File: config.mk
export PLATFORM = sky130hd
export DESIGN_NAME = seg_step_monitor
export DESIGN_NICKNAME = d
export VERILOG_FILES = /design/src/rtl/seg_step_monitor.sv
export SDC_FILE = /design/constraint.sdc
export NUM_CORES = 1
export LEC_CHECK = 0
export ABC_CLOCK_PERIOD_IN_PS = 2900
export CAP_MARGIN = 10
export CORE_MARGIN = 3
export CORE_UTILIZATION = 45
export DETAILED_ROUTE_END_ITERATION = 6
export HOLD_SLACK_MARGIN = 0.02
export PLACE_DENSITY = 0.73
export SLEW_MARGIN = 20
export SYNTH_ARGS = -nofsm -noshare
export SYNTH_HDL_FRONTEND = slang
export SYNTH_SLANG_ARGS = --single-unit
File: constraint.sdc
create_clock -name i_clk -period 2.9 [get_ports i_clk]
set_input_delay 0.725 -clock i_clk [delete_from_list [all_inputs] [get_ports i_clk]]
set_output_delay 0.725 -clock i_clk [all_outputs]
set_load 0.02 [all_outputs]
File: src/rtl/seg_step_monitor.sv
// Passive monitor for a seven-segment bus: debounces each new pattern, decodes it
// back to a hex digit and classifies every accepted change as up/down step, jump or bad code.
module seg_step_monitor #(
    parameter int unsigned STABLE_CYCLES  = 4,
    parameter bit          SEG_ACTIVE_LOW = 1'b0
) (
    input  logic       i_clk,
    input  logic       i_rst,
    input  logic [7:0] i_seg,
    output logic [3:0] o_value,
    output logic       o_valid,
    output logic       o_step_up,
    output logic       o_step_down,
    output logic       o_jump,
    output logic       o_bad_code,
    output logic       o_dir,
    output logic [7:0] o_err_count
);

    // state    | meaning
    // ST_EMPTY | no valid digit accepted since reset (o_valid = 0)
    // ST_TRACK | o_value holds the last accepted digit; new digits are classified against it
    localparam logic [0:0] ST_EMPTY = 1'b0;
    localparam logic [0:0] ST_TRACK = 1'b1;

    localparam int unsigned STABLE_CLAMP = (STABLE_CYCLES < 2)  ? 2  :
                                           (STABLE_CYCLES > 15) ? 15 : STABLE_CYCLES;
    localparam logic [3:0]  STABLE_CNT   = 4'(STABLE_CLAMP);

    logic [6:0] w_seg_in;
    logic       w_unused_dp;
    logic [6:0] r_seg_q;
    logic [3:0] r_stable_cnt;
    logic [6:0] r_last_pat;
    logic       r_last_vld;
    logic [0:0] r_state;
    logic [3:0] r_value;
    logic       r_dir;
    logic [7:0] r_err_count;
    logic       r_step_up;
    logic       r_step_down;
    logic       r_jump;
    logic       r_bad_code;

    logic       w_code_ok;
    logic [3:0] w_code;
    logic [3:0] w_value_p1;
    logic [3:0] w_value_m1;
    logic       w_accept;
    logic       w_is_up;
    logic       w_is_down;
    logic       w_err_evt;

    // The decimal point never takes part in decoding.
    assign w_seg_in    = SEG_ACTIVE_LOW ? ~i_seg[6:0] : i_seg[6:0];
    assign w_unused_dp = i_seg[7];

    always_ff @(posedge i_clk) begin
        if (i_rst) begin
            r_seg_q      <= 7'h00;
            r_stable_cnt <= 4'd0;
        end else begin
            r_seg_q <= w_seg_in;
            if (w_seg_in != r_seg_q) begin
                r_stable_cnt <= 4'd1;
            end else if (r_stable_cnt != STABLE_CNT) begin
                r_stable_cnt <= r_stable_cnt + 4'd1;
            end
        end
    end

    always_comb begin
        w_code_ok = 1'b1;
        w_code    = 4'h0;
        case (r_seg_q)
            7'h3F:   w_code = 4'h0;
            7'h06:   w_code = 4'h1;
            7'h5B:   w_code = 4'h2;
            7'h4F:   w_code = 4'h3;
            7'h66:   w_code = 4'h4;
            7'h6D:   w_code = 4'h5;
            7'h7D:   w_code = 4'h6;
            7'h07:   w_code = 4'h7;
            7'h7F:   w_code = 4'h8;
            7'h6F:   w_code = 4'h9;
            7'h77:   w_code = 4'hA;
            7'h7C:   w_code = 4'hB;
            7'h39:   w_code = 4'hC;
            7'h5E:   w_code = 4'hD;
            7'h79:   w_code = 4'hE;
            7'h71:   w_code = 4'hF;
            default: w_code_ok = 1'b0;
        endcase
    end

    // Comparing against the last accepted pattern (not the last digit) keeps a run
    // from being accepted twice, e.g. after a short glitch back to the same glyph.
    assign w_accept   = (r_stable_cnt == STABLE_CNT) &&
                        (!r_last_vld || (r_seg_q != r_last_pat));
    assign w_value_p1 = r_value + 4'd1;
    assign w_value_m1 = r_value - 4'd1;
    assign w_is_up    = (w_code == w_value_p1);
    assign w_is_down  = (w_code == w_value_m1);
    assign w_err_evt  = w_accept &&
                        (!w_code_ok || ((r_state == ST_TRACK) && !w_is_up && !w_is_down));

    always_ff @(posedge i_clk) begin
        if (i_rst) begin
            r_state     <= ST_EMPTY;
            r_last_pat  <= 7'h00;
            r_last_vld  <= 1'b0;
            r_value     <= 4'h0;
            r_dir       <= 1'b1;
            r_err_count <= 8'h00;
            r_step_up   <= 1'b0;
            r_step_down <= 1'b0;
            r_jump      <= 1'b0;
            r_bad_code  <= 1'b0;
        end else begin
            r_step_up   <= 1'b0;
            r_step_down <= 1'b0;
            r_jump      <= 1'b0;
            r_bad_code  <= 1'b0;

            if (w_accept) begin
                r_last_pat <= r_seg_q;
                r_last_vld <= 1'b1;
                if (!w_code_ok) begin
                    r_bad_code <= 1'b1;
                end else if (r_state == ST_EMPTY) begin
                    r_value <= w_code;
                    r_state <= ST_TRACK;
                end else begin
                    r_value <= w_code;
                    if (w_is_up) begin
                        r_step_up <= 1'b1;
                        r_dir     <= 1'b1;
                    end else if (w_is_down) begin
                        r_step_down <= 1'b1;
                        r_dir       <= 1'b0;
                    end else begin
                        r_jump <= 1'b1;
                    end
                end
            end

            if (w_err_evt && (r_err_count != 8'hFF)) begin
                r_err_count <= r_err_count + 8'd1;
            end
        end
    end

    assign o_value     = r_value;
    assign o_valid     = (r_state == ST_TRACK);
    assign o_step_up   = r_step_up;
    assign o_step_down = r_step_down;
    assign o_jump      = r_jump;
    assign o_bad_code  = r_bad_code;
    assign o_dir       = r_dir;
    assign o_err_count = r_err_count;

endmodule

==> flow_summary.toml, run 1 <==
[outcome]
result_of_the_run = "completed"

[timing]
finalHoldViolations = 0
clock_skew_ns = 0.0124
max_slew_violation_total_from_the_final_report = 0
finalSetupViolCount = 0
setup-tns-final_ns = 0
fmax_mhz = 378
slew_headroom = 0.542
finalHoldWorstSlack_ns = 0.468
final_period_minus_worst_setup_slack_ns = 2.65
worst_margin_pin_slew_ns = 0.684
layout_setup_ws_ns = 0.254
grt_setup_unrepaired = "false"
part_of_the_cycle_the_worst_path_needs = 0.913

[power_and_ir_drop]
irDropWorstVdd_uv = 280
cellInternalPower_uw = 837
combPwrFrac = 0.074
pwr_density_cell_nw_per_um2 = 424
power.static_leakage_uw = 0.000974
power.net_switching_uw = 232
pwr-share-seq = 0.492
switching_share = 0.217
share_clk_of_total_power = 0.433

[clock_tree]
cts.htree.levels = 2
cts_tree = "done"
clk-insertion-delay-late_ns = 0.29
clock_tree.root_cell = "clkbuf_8"
cts_made_buffers = 5
numClockSinks = 37
cts_max_path_buffers = 2
cts.hold.buffers_added = 0
clk_pin_slew_ns = 0.08

[logic_synthesis]
synth_async_sr_flop_share = 0
synth.lib_cells_used.distinct = 53
avgSynthCellArea_um2 = 8.76
ys_ff_latch = 37
post_synth_instance_area_um2 = 2010
ys_seq_area_frac = 0.369
synth-edff-count = 0
netlist_instances = 229
ys_dominant_reg_cell = "dfxtp_1"
net_count_of_the_mapped_netlist = 244
yosys_warnings = 0

[grt]
first_global_vias = 1538
number_of_antenna_violations_at_the_first_check_in_global_routing = 0
grt_pass1_wl_um = 6890
groute.usage.overall = 0.162
grt.overflow.total = 0
largest_net_degree_at_the_start_of_global_routing = 26

[min_path]
hold_crit_path_type = "flip-flop to flip-flop"

[floorplan]
rows = 23
num_io_pins = 28
initial_utilization = 0.484
die_w_um = 72.8
dieHeight_um = 72.8
die_area_um2 = 5300
design.core.area_um2 = 4140

[detailed_routing]
num_vias = 1674
detail_route.wl_per_cell_um = 12.5
firstDrtPassIters = 4
drt_wl_total_um = 3950
detailedRoute.firstIterationViolations = 67
via_per_inst = 5.31
drc = 0
antenna_nets_post_route = 0

[critical_path]
cp-endpoint = "o_err_count[7]"
crit_fanout = 8
crit_type = "flip-flop to flip-flop"
critical_path_cell_sequence = "buf_4 -> nor4b_1 -> o21ai_1 -> o311a_1 -> xnor3_1 -> nor4b_2 -> o31a_1 -> or4_1 -> a21oi_1"
timing.reg2reg.setup_slack_ns = 0.25
regToRegStartpoint = "r_seg_q[5]"
worstSetupEndpointType = "flip-flop"
crit_path_start = "r_seg_q[5]"
worst-r2r-cell-count = 9
timing.critical_path.slowest_cell_delay_ns = 0.52
top_family_by_delay_on_critical_path = "simple AND/OR/NAND/NOR gates"
worstReg2RegEnd = "o_err_count[7]"
crit_slowest_cell = "or4_1"
cp_num_cells = 9
cp.buffers_inverters = 1
start_kind = "flip-flop"
crit_arrival_ns = 2.87
crit_required_ns = 3.13

[place]
dp_slack_ns = 0.109
gpl.final_weighted_congestion = 0.821
placed_area_um2 = 2370
placement.io_buffers = 26
hpwl_um = 2850

[final_layout]
final_core_util = 0.608
final.fill_count = 391
post_route_cells_drive_above_1_share = 0.132
layout.cell_area.non_filler_um2 = 2520
num_antenna_cells = 0
layout.nets = 279
area_growth_pct = 25.5

[job]
cap_violations = 0
kinds of logic (layout without fill, tap and decap cells):
logic type,after synthesis,count (layout),share of synthesized area
simple gates,101,101,0.283
compound gates,42,42,0.128
flops,37,37,0.369
xor+xnor,23,23,0.132
buf+inv,20,56,0.0511
fa+ha+maj,5,5,0.0312
mux,1,1,0.00499
power by group through the flow:
stage          registers, uW  clock network [uW]  logic [uW]
2_1_floorplan            531                   0        55.8
3_3_place_gp             537                   0        77.7
3_5_place_dp             537                   0        78.6
4_1_cts                  525                 473        79.2
5_1_grt                  528                 493        87.6
6_report                 526                 463        79.4
layout by cell type (no fill, tap or decap), types with 7 or more instances in the layout:
| cell | synthesis | final |
|---|---|---|
| nand3_1 | 8 | 8 |
| a21oi_1 | 21 | 21 |
| buf_4 | 2 | 13 |
| xnor2_1 | 7 | 7 |
| xor2_1 | 11 | 11 |
| nor2b_1 | 7 | 7 |
| clkdlybuf4s50_1 | 0 | 26 |
| nand2_1 | 27 | 27 |
| nor2_1 | 15 | 15 |
| dfxtp_1 | 37 | 33 |
cells in the mapped netlist, types with 5 or more instances:
library cell	n	area, um2
nor2_1	15	56.3
nand2_1	27	101
or3_1	6	37.5
o21ai_0	5	25.0
clkbuf_1	5	18.8
inv_1	6	22.5
nand3_1	8	40.0
ha_1	5	62.6
dfxtp_1	37	741
xor2_1	11	96.3
nor2b_1	7	43.8
xnor2_1	7	61.3
a21oi_1	21	105
worst register-to-register path: stages, from the launching register on:
cell     delay, ns
dfxtp_2       0.38
buf_4         0.19
nor4b_1       0.29
o21ai_1       0.15
o311a_1       0.18
xnor3_1       0.31
nor4b_2       0.06
o31a_1        0.38
or4_1         0.52
a21oi_1       0.14
area by class of cell:
type	count	area [um2]	area share
inverters	7	26.3	0.0104
well taps	50	62.6	0.0248
multi-input cells	172	1170	0.464
flip-flops and latches	37	746	0.296
clock buffers	7	86.3	0.0343
clock inverters	1	30.0	0.0119
repair buffers	41	398	0.158
through the flow:
step                std cells  power [uW]
finish                    315        1070
global route              315        1110
CTS                       314        1080
detailed placement        306         616
global placement          306         615
floorplan                 229         586
worst min path at each step:
stage,start,to,slack (ns),cells after the start
after floorplan,r_last_vld,r_last_vld,0.44,2
after global placement,r_last_pat[4],r_last_pat[4],0.46,2
after detailed placement,r_last_pat[4],r_last_pat[4],0.46,2
after CTS,r_last_pat[4],r_last_pat[4],0.47,2
after global routing,r_last_pat[3],r_last_pat[3],0.49,2
final,r_last_pat[4],r_last_pat[4],0.47,2
what timing repair did:
item | CTS | global route
endpoints found under the setup margin | 0 | 8
gates resized for setup | 0 | 5
setup buffers | 0 | 1
sequential cells by signal, summed over array words and instances, names as in the netlist:
name          flops
o_bad_code        1
o_step_down       1
o_value           4
o_valid           1
r_last_vld        1
o_step_up         1
o_dir             1
o_jump            1
r_stable_cnt      4
r_last_pat        7
o_err_count       8
r_seg_q           7
routing by layer:
metal,vias up,global-route usage,share of wire
met2,31,0.251,0.46
li1,872,-,-
met3,6,0.0372,0.034
met1,765,0.224,0.49
met5,-,0,0
met4,0,0.0492,0.014
No activity file was read; power rests on OpenSTA's default activity.
==> run 2: changes to the inputs <==
Settings changed: ABC_AREA set to 0, MAX_ROUTING_LAYER set to met4.
==> run 2 against run 1 <==
Compared with the run above: hold slack is the same; critical path depth is the same; register-to-register slack barely moved; critical path type unchanged; via count unchanged; total power hardly changed; largest power group unchanged; setup slack barely moved; utilization stayed put.
==> flow_summary.toml, run 2 (same netlist as run 1, synthesis figures left out) <==
[outcome]
result_of_the_run = "completed"

[floorplan]
die_w_um = 72.8
die_area_um2 = 5300
initial_utilization = 0.484
design.core.area_um2 = 4140
rows = 23
num_io_pins = 28
dieHeight_um = 72.8

[timing]
worst_margin_pin_slew_ns = 0.684
grt_setup_unrepaired = "false"
clock_skew_ns = 0.0124
max_slew_violation_total_from_the_final_report = 0
slew_headroom = 0.542
finalHoldViolations = 0
fmax_mhz = 378
finalHoldWorstSlack_ns = 0.468
setup-tns-final_ns = 0
final_period_minus_worst_setup_slack_ns = 2.65
finalSetupViolCount = 0
part_of_the_cycle_the_worst_path_needs = 0.913

[critical_path]
crit_arrival_ns = 2.87
worstSetupEndpointType = "flip-flop"
timing.reg2reg.setup_slack_ns = 0.25
top_family_by_delay_on_critical_path = "simple AND/OR/NAND/NOR gates"
crit_slowest_cell = "or4_1"
regToRegStartpoint = "r_seg_q[5]"
start_kind = "flip-flop"
crit_fanout = 8
timing.critical_path.slowest_cell_delay_ns = 0.52
crit_type = "flip-flop to flip-flop"
cp.buffers_inverters = 1
crit_required_ns = 3.13
worstReg2RegEnd = "o_err_count[7]"
critical_path_cell_sequence = "buf_4 -> nor4b_1 -> o21ai_1 -> o311a_1 -> xnor3_1 -> nor4b_2 -> o31a_1 -> or4_1 -> a21oi_1"
worst-r2r-cell-count = 9

[grt]
first_global_vias = 1537
grt.overflow.total = 0
number_of_antenna_violations_at_the_first_check_in_global_routing = 0
largest_net_degree_at_the_start_of_global_routing = 26
grt_pass1_wl_um = 6890
groute.usage.overall = 0.167

[clock_tree]
numClockSinks = 37
cts_tree = "done"
cts_made_buffers = 5
cts.htree.levels = 2
cts_max_path_buffers = 2
cts.hold.buffers_added = 0
clk-insertion-delay-late_ns = 0.29
clk_pin_slew_ns = 0.08
clock_tree.root_cell = "clkbuf_8"

[final_layout]
layout.nets = 279
num_antenna_cells = 0
post_route_cells_drive_above_1_share = 0.132
commonest_cells_after_routing_fill_and_taps_aside = "dfxtp_1 (33), nand2_1 (27), clkdlybuf4s50_1 (26), a21oi_1 (21), nor2_1 (15)"
largest_reg_flops = 8
area_growth_pct = 25.5
final_common_cell = "dfxtp_1"
final.fill_count = 391

[min_path]
hold-path-cell-count = 2
hold_end = "r_last_pat[4]"
timing.hold.worst.start = "r_last_pat[4]"
hold_crit_path_type = "flip-flop to flip-flop"

[detailed_routing]
drc = 0
firstDrtPassIters = 4
num_vias = 1674
antenna_nets_post_route = 0
via_per_inst = 5.31
detail_route.wl_per_cell_um = 12.5
detailedRoute.firstIterationViolations = 66
drt_wl_total_um = 3950

[power_and_ir_drop]
pwr_density_cell_nw_per_um2 = 424
irDropWorstVdd_uv = 280
power.static_leakage_uw = 0.000974

[job]
cap_violations = 0

[place]
hpwl_um = 2850
placement.io_buffers = 26
gpl.final_weighted_congestion = 0.833
[run 2: where the power goes]
group	leakage (uW)	total (uW)	internal [uW]	switching, uW
Sequential	0.000301	526	515	11.8
Clock	0.0000585	463	280	183
Combinational	0.000614	79.4	42.0	37.4
[run 2: through the flow]
stage	worst slack [ns]	std cells	total power (uW)	instance area, um2	utilization
after floorplan	0.320	229	586	2010	-
after global placement	0.142	306	615	2370	0.572
after detailed placement	0.109	306	616	2370	0.572
after CTS	0.0578	314	1080	2490	0.600
after global routing	0.00563	315	1110	2520	0.608
final	0.254	315	1070	2520	0.608
[run 2: area by class of cell]
cell class | count | area, um2 | share of cell area
clock buffers | 7 | 86.3 | 0.0343
clock inverters | 1 | 30.0 | 0.0119
inverters | 7 | 26.3 | 0.0104
multi-input cells | 172 | 1170 | 0.464
flip-flops and latches | 37 | 746 | 0.296
well taps | 50 | 62.6 | 0.0248
repair buffers | 41 | 398 | 0.158
[run 2: metal layers]
metal / up-vias / wire, um / global-route usage
met3: 6 / 132 / 0.0372
met4: 0 / 57 / 0.0492
met1: 765 / 1930 / 0.224
met2: 31 / 1830 / 0.251
li1: 872 / - / -
met5: - / 0 / -
[run 2: worst max path at each step]
stage / from / end / slack, ns / cells past startpoint
5_1_grt: r_stable_cnt[0] / o_err_count[7] / 0.006 / 10
3_3_place_gp: r_seg_q[5] / o_err_count[2] / 0.14 / 10
6_report: r_seg_q[5] / o_err_count[7] / 0.25 / 9
4_1_cts: r_seg_q[1] / o_err_count[3] / 0.06 / 10
2_1_floorplan: r_stable_cnt[0] / o_err_count[7] / 0.32 / 11
3_5_place_dp: r_seg_q[1] / o_err_count[7] / 0.11 / 9
[run 2: repair_timing]
item	in CTS	in global routing
endpoints found under the setup margin	0	8
setup buffers	0	1
endpoints found under the hold margin	0	0
gates resized for setup	0	5
[run 2: worst reg2reg max path, delay by kind of cell (launching register included)]
| family | cells | cell delay (ns) |
|---|---|---|
| xor+xnor | 1 | 0.31 |
| flops | 1 | 0.38 |
| compound gates | 4 | 0.85 |
| buf+inv | 1 | 0.19 |
| simple gates | 3 | 0.87 |
